==> src/rtl/sram_like_pkg.sv <==
// Shared types and constants for the sram-like bus arbiter.
// Contents: FSM state encoding, bus-owner encoding and the access-size codes.
// No logic. Only declarations shared by the arbiter top and its grant select.
package sram_like_pkg;

   typedef enum logic [1:0] {
      IDLE = 2'd0,
      ADDR = 2'd1,
      DATA = 2'd2
   } state_t;

   typedef enum logic {
      OWN_INST = 1'b0,
      OWN_DATA = 1'b1
   } owner_t;

   localparam logic [1:0] SIZE_B = 2'd0;
   localparam logic [1:0] SIZE_H = 2'd1;
   localparam logic [1:0] SIZE_W = 2'd2;

endpackage

==> src/rtl/arb_grant.sv <==
// Combinational grant select between the instruction and data masters.
// Latency: none, purely combinational. No backpressure; the losing master just holds its request.
// Ports: inst_req, data_req (requests), last (most recent address-handshake owner), grant (winner).
// Macro ARB_ROUND_ROBIN_EN: when defined, on a conflict the master that is not `last` wins.
// Otherwise data has fixed priority over instruction and `last` is ignored.
module arb_grant
   import sram_like_pkg::*;
(
   input  logic   inst_req,
   input  logic   data_req,
   input  owner_t last,
   output owner_t grant
);

`ifdef ARB_ROUND_ROBIN_EN
   always_comb begin
      grant = OWN_INST;
      if (inst_req && data_req) begin
         grant = (last == OWN_INST) ? OWN_DATA : OWN_INST;
      end else if (data_req) begin
         grant = OWN_DATA;
      end
   end
`else
   // Fixed priority build has no use for the history bit.
   logic unused_last;
   assign unused_last = last;

   always_comb begin
      grant = data_req ? OWN_DATA : OWN_INST;
   end
`endif

endmodule

==> src/rtl/sram_like_arbiter.sv <==
// Two-to-one arbiter sharing one sram-like bus between the instruction and data ports.
// Latency: zero added cycles; bus fields and addr_ok pass through combinationally.
// Backpressure: the grant is locked from the address handshake until data_ok, and the loser sees addr_ok=0.
// Ports: clk, rst (sync, active high). inst_* and data_* are the master sides.
// req/wr/size/addr/wdata/addr_ok/data_ok/rdata form the shared bus.
// Macro ARB_ROUND_ROBIN_EN selects round-robin grant instead of data-first priority.
module sram_like_arbiter
   import sram_like_pkg::*;
(
   input  logic        clk,
   input  logic        rst,
   input  logic        inst_req,
   input  logic        inst_wr,
   input  logic [1:0]  inst_size,
   input  logic [31:0] inst_addr,
   input  logic [31:0] inst_wdata,
   output logic        inst_addr_ok,
   output logic        inst_data_ok,
   output logic [31:0] inst_rdata,
   input  logic        data_req,
   input  logic        data_wr,
   input  logic [1:0]  data_size,
   input  logic [31:0] data_addr,
   input  logic [31:0] data_wdata,
   output logic        data_addr_ok,
   output logic        data_data_ok,
   output logic [31:0] data_rdata,
   output logic        req,
   output logic        wr,
   output logic [1:0]  size,
   output logic [31:0] addr,
   output logic [31:0] wdata,
   input  logic        addr_ok,
   input  logic        data_ok,
   input  logic [31:0] rdata
);

   state_t state_q, state_d;
   owner_t owner_q, owner_d;
   owner_t last_q;
   owner_t grant;
   owner_t sel;
   logic   sel_req;
   logic   addr_hs;
   logic   data_hs;

   arb_grant u_grant (
      .inst_req (inst_req),
      .data_req (data_req),
      .last     (last_q),
      .grant    (grant)
   );

`ifdef ARB_ROUND_ROBIN_EN
   // Remembers who most recently won an address handshake.
   always_ff @(posedge clk) begin
      if (rst) begin
         last_q <= OWN_INST;
      end else if (addr_hs) begin
         last_q <= sel;
      end
   end
`else
   assign last_q = OWN_INST;
`endif

   always_ff @(posedge clk) begin
      if (rst) begin
         state_q <= IDLE;
         owner_q <= OWN_INST;
      end else begin
         state_q <= state_d;
         owner_q <= owner_d;
      end
   end

   always_comb begin
      // Only IDLE arbitrates; afterwards the bus stays locked to the latched owner.
      sel     = (state_q == IDLE) ? grant : owner_q;
      sel_req = (sel == OWN_DATA) ? data_req : inst_req;

      req   = !rst && (state_q != DATA) && sel_req;
      wr    = (sel == OWN_DATA) ? data_wr    : inst_wr;
      size  = (sel == OWN_DATA) ? data_size  : inst_size;
      addr  = (sel == OWN_DATA) ? data_addr  : inst_addr;
      wdata = (sel == OWN_DATA) ? data_wdata : inst_wdata;

      // addr_ok only counts against a live request; data_ok only in DATA.
      addr_hs = req && addr_ok;
      data_hs = !rst && (state_q == DATA) && data_ok;

      inst_addr_ok = addr_hs && (sel == OWN_INST);
      data_addr_ok = addr_hs && (sel == OWN_DATA);
      inst_data_ok = data_hs && (owner_q == OWN_INST);
      data_data_ok = data_hs && (owner_q == OWN_DATA);
      inst_rdata   = rdata;
      data_rdata   = rdata;

      state_d = state_q;
      owner_d = owner_q;
      case (state_q)
         IDLE: begin
            if (req) begin
               owner_d = sel;
               state_d = addr_ok ? DATA : ADDR;
            end
         end
         ADDR: begin
            if (addr_hs) begin
               state_d = DATA;
            end
         end
         DATA: begin
            if (data_hs) begin
               state_d = IDLE;
            end
         end
         default: state_d = IDLE;
      endcase
   end

endmodule

==> config.mk <==
export PLATFORM = sky130hd
export DESIGN_NAME = sram_like_arbiter
export DESIGN_NICKNAME = d
export VERILOG_FILES = /design/src/rtl/sram_like_pkg.sv /design/src/rtl/arb_grant.sv /design/src/rtl/sram_like_arbiter.sv
export SDC_FILE = /design/constraint.sdc
export NUM_CORES = 1
export LEC_CHECK = 0
export ABC_AREA = 1
export BUFFER_PORTS_ARGS = -buffer_cell sky130_fd_sc_hd__buf_2
export CAP_MARGIN = 20
export CELL_PAD_IN_SITES_DETAIL_PLACEMENT = 0
export CELL_PAD_IN_SITES_GLOBAL_PLACEMENT = 1
export CORE_MARGIN = 8
export CORE_UTILIZATION = 13
export DETAILED_ROUTE_END_ITERATION = 7
export PLACE_DENSITY_LB_ADDON = 0.05
export SKIP_LAST_GASP = 1
export SLEW_MARGIN = 0
export SYNTH_ARGS = -nofsm -noshare
export SYNTH_HDL_FRONTEND = slang
export SYNTH_SLANG_ARGS = --single-unit
==> constraint.sdc <==
create_clock -name clk -period 1.42 [get_ports clk]
set_input_delay 0.213 -clock clk [delete_from_list [all_inputs] [get_ports clk]]
set_output_delay 0.213 -clock clk [all_outputs]
set_load 0.02 [all_outputs]
==> summary.txt <==
Route
  – Drc violations: 0
  – Aggregate routed wire length: 8970 um
  – Iter 0 DRT Violations: 54
  – Antenna Nets Post-Route: 0
  – Drt via density: 3.78
  – Drt wl/cell: 14.3 um
  – Detailed Routing Iterations Pass 1: 4
  – Vias: 2,365

Clocking
  – Cell chosen for the clock root: clkbuf_16
  – Clock Path Buffers: 2
  – H-Tree Depth: 1
  – Hold-fix buffers, CTS: 0
  – Sink Count: 3
  – Clock Latency Late Sink: 0.22 ns
  – CTS Buf Count: 3
  – CTS clk-pin slew, worst paths: 0.03 ns
  – TritonCTS clock tree: built

Placed design
  – GPL Wtd Cong: 0.693
  – DP Worst Slack: -0.0628 ns
  – Dpl cell area: 2400 um2
  – Number of port buffers: 211
  – DP Wirelength: 7090 um

Timing
  – Slew @ Worst Pin: 0.215 ns
  – Max-slew headroom: 85.7%
  – Max-slew violations: 0
  – Final worst slack: -0.265 ns
  – RSZ-0062 raised after global routing: true
  – Clock skew: 0.000363 ns
  – Final min period: 1.69 ns
  – Max Clock Freq: 593 MHz
  – Final Hold Viols: 0
  – Period utilization: 119%
  – Setup-failing EPs final: 72

Synth
  – Synth top area share: 50.2%
  – Dominant cells by area after synthesis: nand2_1 (50%), buf_4 (31%), dfxtp_1 (3.9%), buf_2 (2.9%), buf_6 (2.9%)
  – Seq/Total Area, Yosys: 3.86%
  – Synth area leader: nand2_1
  – Avg Cell Area, Syn: 4.93 um2
  – YS warnings: 0
  – Mapped Area: 1560 um2
  – Cells after synthesis: 316
  – Syn Nets: 488
  – Unique masters post-synth: 18
  – Register bit total from synthesis: 3

Floorplanning
  – Core area: 11,900 um2
  – Die Area: 15,700 um2
  – Initial core utilization: 13.1%
  – I/O pin count: 308
  – Die X: 125 um
  – Die H: 125 um
  – FP Rows: 40

GRT
  – Pin count of the biggest net entering global routing: 24
  – All-layer global routing usage: 9.99%
  – Vias in the first global route: 2,399
  – GR Overflow Total: 0
  – Antenna violations before repair: 0
  – First-pass GRT wire length: 12,800 um

Critical path
  – CP Max Fanout: 9
  – Crit path kind: reg -> out
  – R2R setup slack: 0.04 ns
  – Worst reg2reg path depth: 10
  – Worst r2r src: state_q[0]$_SDFFE_PP0P_
  – Worst setup path start: state_q[0]$_SDFFE_PP0P_
  – WP data arrival: 1.47 ns
  – Crit. End Element: primary output
  – CP Data Required Time: 1.21 ns
  – Startpoint Class: register
  – R2r endpoint: owner_q$_SDFFE_PP0P_

Run
  – Maximum capacitance violations: 0

Run status
  – Status: finished, violations left
  – Violated checks: setup timing

Finish
  – # diodes: 0
  – Nets: 652
  – Final Cell Area: 3260 um2
  – Area grow syn2layout: 109%
  – Final Util: 27.5%
  – Layout cell share with drive strength beyond 1: 61.6%

Min path
  – Hold endpoint: state_q[1]$_SDFFE_PP0P_
  – Hold Path Class: in -> reg
  – Worst hold path cell count: 2
  – Hold wc startpoint: rst

Pwr
  – Leak Pwr: 1.96 nW
  – Peak VDD IR: 0.000408 V
  – Pwr Density: 903 nW/um2
  – Total power draw: 0.00294 W
[sequential cells by signal, indices dropped and copies added, names as in the netlist]
name	flops
state_q	2
owner_q	1
[critical path, cell delays in order (launching register included)]
cell	delay [ns]
dfxtp_4	0.35
nor2_4	0.11
nand2_2	0.07
nand2_4	0.11
inv_6	0.05
buf_12	0.14
clkbuf_16	0.16
nand2_1	0.06
nand2_1	0.06
buf_6	0.13
[how the worst max path moves through the flow]
stage | endpoint | cells after the start
2_1_floorplan | data_addr_ok | 7
3_3_place_gp | inst_addr_ok | 8
3_5_place_dp | wdata[2] | 8
4_1_cts | wdata[26] | 8
5_1_grt | wdata[0] | 9
6_report | wdata[18] | 9
[power by group]
| part | internal [W] | switching [W] | leakage, nW |
|---|---|---|---|
| clock | 0.000371 | 0.0000780 | 0.0382 |
| combinational | 0.00115 | 0.00123 | 1.90 |
| sequential | 0.0000958 | 0.0000162 | 0.0261 |
| total | 0.00161 | 0.00133 | 1.96 |
[metal layers]
layer | track usage [%] | part of all wire [%] | vias up
li1 | - | - | 1207
met1 | 10.1 | 38 | 994
met2 | 18.8 | 52 | 155
met3 | 4.42 | 10 | 9
met4 | 1.50 | 0.51 | 0
met5 | 0 | 0 | -
[cell usage in the layout (no fill, tap or decap), drive strengths merged]
master | synthesis | layout
dfxtp | 3 | 3
nand2 | 209 | 209
nand3b | 1 | 1
nor2 | 10 | 10
clkbuf | 0 | 10
buf | 78 | 231
o21ai | 3 | 3
or2 | 1 | 1
inv | 5 | 5
a21oi | 3 | 3
o2111ai | 1 | 1
nand3 | 2 | 2
[kinds of logic (layout without fill, tap and decap cells)]
kind of cell | after synthesis | after routing | synth area share, %
compound gates | 7 | 7 | 2.49
simple gates | 223 | 223 | 55.3
flops | 3 | 3 | 3.86
buf+inv | 83 | 246 | 38.3
[area by class of cell]
type / count / area [um2]
clock buffers: 4 / 78.8
fillers: 1348 / 8600
inverters: 5 / 23.8
multi-input cells: 230 / 1130
flip-flops and latches: 3 / 67.6
well taps: 147 / 184
repair buffers: 237 / 1770
[synth_stat cells]
master,instances
nand2_1,208
buf_4,65
buf_2,9
nor2_1,7
buf_6,4
inv_1,4
a21oi_1,3
dfxtp_1,3
nand3_1,2
nor2_2,2
o21ai_1,2
inv_2,1
nand2_2,1
nand3b_1,1
nor2_4,1
o2111ai_1,1
o21ai_0,1
or2_2,1
[timing repair]
action | 4_1_cts | 5_1_grt
gates cloned | 1 | 4
setup endpoints to repair | 72 | 75
buffers inserted | 3 | 1
pin swaps | 5 | 15
gates resized for setup | 104 | 88
[stage by stage]
| stage | setup TNS (ns) | hold slack, ns | instances |
|---|---|---|---|
| floorplan | -0.0606 | 0.282 | 316 |
| global placement | -1.39 | 0.426 | 613 |
| detailed placement | -1.18 | 0.422 | 613 |
| CTS | -16.33 | 0.184 | 621 |
| global route | -21.43 | 0.194 | 626 |
| finish | -15.69 | 0.176 | 626 |
(Power assumes the default switching activity.)
